**config.mk**
```make
export PLATFORM = sky130hd
export DESIGN_NAME = logic_probe_counter
export DESIGN_NICKNAME = d
export VERILOG_FILES = /design/src/rtl/logic_probe_pkg.sv /design/src/rtl/probe_sync.sv /design/src/rtl/logic_probe_counter.sv
export SDC_FILE = /design/constraint.sdc
export NUM_CORES = 1
export LEC_CHECK = 0
export ABC_AREA = 1
export CORE_MARGIN = 10
export CORE_UTILIZATION = 45
export DETAILED_ROUTE_END_ITERATION = 10
export PLACE_DENSITY = 0.67
export SYNTH_ARGS = -nofsm -noshare
export SYNTH_HDL_FRONTEND = slang
export SYNTH_HIERARCHICAL = 1
export SYNTH_SLANG_ARGS = --single-unit
export TNS_END_PERCENT = 30
```
**constraint.sdc**
```tcl
create_clock -name clk -period 3.02 [get_ports clk]
set_input_delay 0.302 -clock clk [delete_from_list [all_inputs] [get_ports clk]]
set_output_delay 0.302 -clock clk [all_outputs]
set_load 0.02 [all_outputs]
```
**src/rtl/logic_probe_pkg.sv**
```systemverilog
// Shared encodings for the logic probe counter: sample classes, FSM states
// and the glitch-filter length.
package logic_probe_pkg;

    typedef enum logic [1:0] {
        CLS_LOW  = 2'd0,
        CLS_HIGH = 2'd1,
        CLS_Z    = 2'd2
    } probe_class_e;

    typedef enum logic {
        ST_IDLE    = 1'b0,
        ST_MEASURE = 1'b1
    } probe_state_e;

    localparam int FILT_LEN = 3;

    // hi=1,lo=0 cannot happen with sane thresholds; it is reported as Z.
    function automatic probe_class_e classify(input logic hi, input logic lo);
        probe_class_e c;
        c = CLS_Z;
        if (hi && lo) begin
            c = CLS_HIGH;
        end else if (!hi && !lo) begin
            c = CLS_LOW;
        end
        return c;
    endfunction

endpackage

```
**src/rtl/probe_sync.sv**
```systemverilog
// Two-flop synchronizer for one asynchronous comparator output.
module probe_sync (
    input  logic clk,
    input  logic nreset,
    input  logic d_i,
    output logic q_o
);

    logic meta_q;
    logic sync_q;

    always_ff @(posedge clk or negedge nreset) begin
        if (!nreset) begin
            meta_q <= 1'b0;
            sync_q <= 1'b0;
        end else begin
            meta_q <= d_i;
            sync_q <= meta_q;
        end
    end

    assign q_o = sync_q;

endmodule

```
**src/rtl/logic_probe_counter.sv**
```systemverilog
// Logic probe: classifies the probe level every cycle and latches HIGH/LOW/Z/edge
// counts once per gate period. Optional glitch filter: PROBE_GLITCH_FILTER_EN.
//
//   state      | meaning
//   -----------+------------------------------------------------------
//   ST_IDLE    | not measuring; accumulators held at zero
//   ST_MEASURE | accumulating; results latched every PERIOD cycles
module logic_probe_counter
    import logic_probe_pkg::*;
#(
    parameter int unsigned PERIOD       = 12000000,
    parameter int unsigned COUNTER_BITS = 24
) (
    input  logic                    clk,
    input  logic                    nreset,
    input  logic                    comp_out_hi,
    input  logic                    comp_out_lo,
    input  logic                    enable,
    input  logic                    ack,
    output logic                    ready,
    output logic                    overrun,
    output logic [COUNTER_BITS-1:0] high_count,
    output logic [COUNTER_BITS-1:0] low_count,
    output logic [COUNTER_BITS-1:0] z_count,
    output logic [COUNTER_BITS-1:0] edge_count
);

    localparam logic [COUNTER_BITS-1:0] CNT_MAX  = '1;
    localparam logic [COUNTER_BITS-1:0] LAST_CYC = COUNTER_BITS'(PERIOD - 1);

    logic         hi_s;
    logic         lo_s;
    probe_class_e raw_cls;
    probe_class_e cls;

    probe_sync u_sync_hi (.clk(clk), .nreset(nreset), .d_i(comp_out_hi), .q_o(hi_s));
    probe_sync u_sync_lo (.clk(clk), .nreset(nreset), .d_i(comp_out_lo), .q_o(lo_s));

    assign raw_cls = classify(hi_s, lo_s);

`ifdef PROBE_GLITCH_FILTER_EN
    probe_class_e hist_q [FILT_LEN-1];
    probe_class_e acc_cls_q;
    logic         stable;

    // The current sample plus FILT_LEN-1 previous ones must agree.
    always_comb begin
        stable = 1'b1;
        for (int i = 0; i < FILT_LEN - 1; i++) begin
            if (hist_q[i] != raw_cls) stable = 1'b0;
        end
        cls = stable ? raw_cls : acc_cls_q;
    end

    always_ff @(posedge clk or negedge nreset) begin
        if (!nreset) begin
            for (int i = 0; i < FILT_LEN - 1; i++) hist_q[i] <= CLS_LOW;
            acc_cls_q <= CLS_LOW;
        end else begin
            hist_q[0] <= raw_cls;
            for (int i = 1; i < FILT_LEN - 1; i++) hist_q[i] <= hist_q[i-1];
            acc_cls_q <= cls;
        end
    end
`else
    assign cls = raw_cls;
`endif

    probe_state_e            state_q;
    logic                    last_high_q;
    logic [COUNTER_BITS-1:0] per_cnt_q;
    logic [COUNTER_BITS-1:0] hi_acc_q, lo_acc_q, z_acc_q, edge_acc_q;
    logic [COUNTER_BITS-1:0] hi_acc_d, lo_acc_d, z_acc_d, edge_acc_d;
    logic                    is_edge;
    logic                    period_end;
    logic                    counting;

    function automatic logic [COUNTER_BITS-1:0] sat_inc(input logic [COUNTER_BITS-1:0] v,
                                                        input logic inc);
        return (inc && (v != CNT_MAX)) ? v + 1'b1 : v;
    endfunction

    assign is_edge    = (cls == CLS_HIGH) && !last_high_q;
    assign hi_acc_d   = sat_inc(hi_acc_q, cls == CLS_HIGH);
    assign lo_acc_d   = sat_inc(lo_acc_q, cls == CLS_LOW);
    assign z_acc_d    = sat_inc(z_acc_q, cls == CLS_Z);
    assign edge_acc_d = sat_inc(edge_acc_q, is_edge);

    assign period_end = (state_q == ST_MEASURE) && enable && (per_cnt_q == LAST_CYC);
    assign counting   = (state_q == ST_MEASURE) && enable && !period_end;

    always_ff @(posedge clk or negedge nreset) begin
        if (!nreset) begin
            state_q     <= ST_IDLE;
            last_high_q <= 1'b0;
            per_cnt_q   <= '0;
            hi_acc_q    <= '0;
            lo_acc_q    <= '0;
            z_acc_q     <= '0;
            edge_acc_q  <= '0;
            high_count  <= '0;
            low_count   <= '0;
            z_count     <= '0;
            edge_count  <= '0;
            ready       <= 1'b0;
            overrun     <= 1'b0;
        end else begin
            if (cls == CLS_HIGH) begin
                last_high_q <= 1'b1;
            end else if (cls == CLS_LOW) begin
                last_high_q <= 1'b0;
            end

            // Leaving MEASURE, entering it, idling and a period end all restart from zero.
            if (counting) begin
                per_cnt_q  <= per_cnt_q + 1'b1;
                hi_acc_q   <= hi_acc_d;
                lo_acc_q   <= lo_acc_d;
                z_acc_q    <= z_acc_d;
                edge_acc_q <= edge_acc_d;
            end else begin
                per_cnt_q  <= '0;
                hi_acc_q   <= '0;
                lo_acc_q   <= '0;
                z_acc_q    <= '0;
                edge_acc_q <= '0;
            end

            if (period_end) begin
                high_count <= hi_acc_d;
                low_count  <= lo_acc_d;
                z_count    <= z_acc_d;
                edge_count <= edge_acc_d;
                ready      <= 1'b1;
                overrun    <= ready & ~ack;
            end else if (ack) begin
                ready   <= 1'b0;
                overrun <= 1'b0;
            end

            case (state_q)
                ST_IDLE:    if (enable)  state_q <= ST_MEASURE;
                ST_MEASURE: if (!enable) state_q <= ST_IDLE;
                default:    state_q <= ST_IDLE;
            endcase
        end
    end

endmodule

```
==> results.sh <==
export IMPL_layout_commonest_cell="nand2_1"
export IMPL_power_leakage_nw=6.58
export IMPL_gp_congestion=0.879
export IMPL_num_vias=10200
export IMPL_ant_nets=0
export IMPL_crit_family="simple AND/OR/NAND/NOR gates"
export IMPL_clk_latency_ns=0.52
export IMPL_nNetsFinal=1709
export IMPL_h_tree_depth=1
export IMPL_cts_tree="yes"
export IMPL_slew_violations=0
export IMPL_period_share_pct=77.1
export IMPL_syn_area_um2=11600
export IMPL_start_kind="register"
export IMPL_ctsHoldBuffers=1
export IMPL_finalSetupViolCount=0
export IMPL_holdWs_ns=0.267
export IMPL_syn_nets=1612
export IMPL_yosys_warnings=6
export IMPL_fin_tns_setup_ns=0
export IMPL_drtIter0Drc=729
export IMPL_antenna_found_initial=0
export IMPL_skew_ns=0.0109
export IMPL_max_stage_delay_ns=0.43
export IMPL_cp_arrival_ns=2.72
export IMPL_clockBufferDepth=3
export IMPL_yosys_register_bits=224
export IMPL_routedWlPerCell_um=14.0
export IMPL_worst_slew_pin_slew_ns=0.693
export IMPL_io_pins=104
export IMPL_coreArea_um2=25300
export IMPL_whs_path_depth=1
export IMPL_ys_seq_area_share_pct=48.1
export IMPL_post_cts_setup_buffer_count=0
export IMPL_crit_slowest_cell="dfrtp_1"
export IMPL_grt_pass1_vias=9873
export IMPL_grt_ovfl_total=0
export IMPL_required_ns=3.41
export IMPL_grt_usage_pct=17.1
export IMPL_vias_per_cell=4.98
export IMPL_cts_resized=0
export IMPL_slew_headroom_pct=53.4
export IMPL_critical_path_class="register to register"
export IMPL_cts_made_buffers=25
export IMPL_cpMostUsedCell="nor2_4"
export IMPL_die_w_um=181
export IMPL_hpwl_um=20200
export IMPL_fp_dieH_um=181
export IMPL_initial_core_util_pct=46.0
export IMPL_area_delta_synth_final_pct=19.1
export IMPL_reg2reg_depth=9
export IMPL_cp_end_kind="register"
export IMPL_portBuffers=103
export IMPL_fin_crit_ns=2.33
export IMPL_hold_viol_final=0
export IMPL_die_area_um2=32700
export IMPL_fp_row_count=58
export IMPL_drive_gt1_share_pct=4.66
export IMPL_synth_cell_types=30
export IMPL_path_clk_slew_ns=0.06
export IMPL_max_cap_violations=0
export IMPL_avgSynthCellArea_um2=7.28
export IMPL_drt_total_wl_um=28600
export IMPL_mostFrequentLayoutCells="nand2_1, dfrtp_1, nor2_1, nand3_1, inv_1"
export IMPL_final_util_pct=54.7
export IMPL_grt_pass1_wl_um=48600
export IMPL_crit_fanout=31
export IMPL_status="completed"
export IMPL_numClockSinks=224
export IMPL_grt_max_degree=112
export IMPL_synthCells=1599
export IMPL_stdcell_count=2045
export IMPL_drtPass1Iterations=5
export IMPL_worst_ir_drop_vdd_v=0.000374
export IMPL_dpl_cell_count=1998
export IMPL_hold_path_class="primary input to register"
export IMPL_cts_root_buf="clkbuf_16"
export IMPL_fmax_ghz=0.429
export IMPL_rsz0062_at_grt="false"
export IMPL_num_antenna_cells=0
export IMPL_path_depth=9
export IMPL_drc=0
export IMPL_critical_path_buf_inv_count=1
export IMPL_p_per_area_nw_per_um2=463
export IMPL_cp_cell_sequence="ha_1 -> nand3_2 -> nor2_4 -> nand2_2 -> nor2_4 -> nand3_1 -> nand2_4 -> buf_4 -> nor2_1"
## path summary, 6_finish.rpt
check	startpoint	to	slack [ns]
max in group asynchronous	nreset	z_count[23]	1.87
min	enable	state_q	0.27
min reg2reg	u_sync_lo/meta_q	u_sync_lo/q_o	0.34
min in group asynchronous	nreset	high_count[20]	0.34
max	per_cnt_q[0]	per_cnt_q[9]	0.69
max reg2reg	per_cnt_q[0]	per_cnt_q[9]	0.69
## power breakdown
part	switching, W	leakage [nW]	internal [W]	total (W)
logic	0.000137	3.03	0.0000366	0.000173
clock network	0.00123	0.435	0.00198	0.00322
registers	0.00000787	3.12	0.00301	0.00302
## cell usage after synthesis
cell      instances  area [um2]
nand2_1         598        2240
dfrtp_1         224        5610
nor2_1          219         822
nand3_1         163         816
inv_1           147         552
nand4_1          48         300
a21oi_1          33         165
buf_2            29         145
xor2_1           19         166
nor3_1           18        90.1
a21o_1           14         105
nand3b_1         11        82.6
o21ai_1          11        55.1
o21ai_0           8        40.0
buf_6             7        78.8
ha_1              7        87.6
buf_4             6        45.0
nand2_2           6        37.5
nor2_2            6        37.5
clkbuf_1          5        18.8
xnor2_1           5        43.8
inv_2             4        15.0
nor3b_1           3        22.5
nor2_4            2        22.5
a211oi_1          1        7.51
clkinv_1          1        3.75
nand3_2           1        10.0
nand4_2           1        12.5
nor4_1            1        6.26
or2_2             1        6.26
## final cells by class
class	instances	area, um2
fill	2361	11500
sequential	224	5610
multi-input combinational	1176	5200
timing repair buffer	117	1190
clock buffer	32	702
inverter	152	571
tap	330	413
clock inverter	14	183
## state kept, by name, indices dropped and copies added (netlist names)
register and flops:
high_count 24, state_q 1, u_sync_hi/meta_q 1, last_high_q 1, z_count 24, u_sync_lo/meta_q 1
edge_count 24, u_sync_lo/q_o 1, lo_acc_q 24, ready 1, hi_acc_q 24, u_sync_hi/q_o 1
z_acc_q 24, low_count 24, overrun 1, edge_acc_q 24, per_cnt_q 24
## through the flow
stage,setup slack [ns],total power [W],instance area [um2]
6_report,0.691,0.00641,13900
5_1_grt,0.507,0.00665,13900
4_1_cts,0.664,0.00650,13900
3_5_place_dp,0.697,0.00325,13000
3_3_place_gp,0.774,0.00325,13000
2_1_floorplan,1.23,0.00315,11600
## worst register-to-register path, stage by stage (launching register included)
cell and delay, ns:
dfrtp_1 0.43, ha_1 0.29, nand3_2 0.13, nor2_4 0.12
nand2_2 0.10, nor2_4 0.16, nand3_1 0.14, nand2_4 0.34
buf_4 0.40, nor2_1 0.11
## cells by family after synthesis
| group | synth area share (%) |
|---|---|
| AO/OA/AOI/OAI | 3.20 |
| XOR/XNOR | 1.81 |
| AND/OR/NAND/NOR | 38.7 |
| buffers and inverters | 7.37 |
| adder cells (fa/ha/maj) | 0.752 |
| flip-flops | 48.1 |
## layer usage
metal | global-route usage, % | part of all wire [%]
met1 | 23.6 | 49
met2 | 27.7 | 45
met3 | 2.98 | 4.9
met4 | 3.22 | 1.4
met5 | 0 | 0
Power figures use the tool's default switching activity.
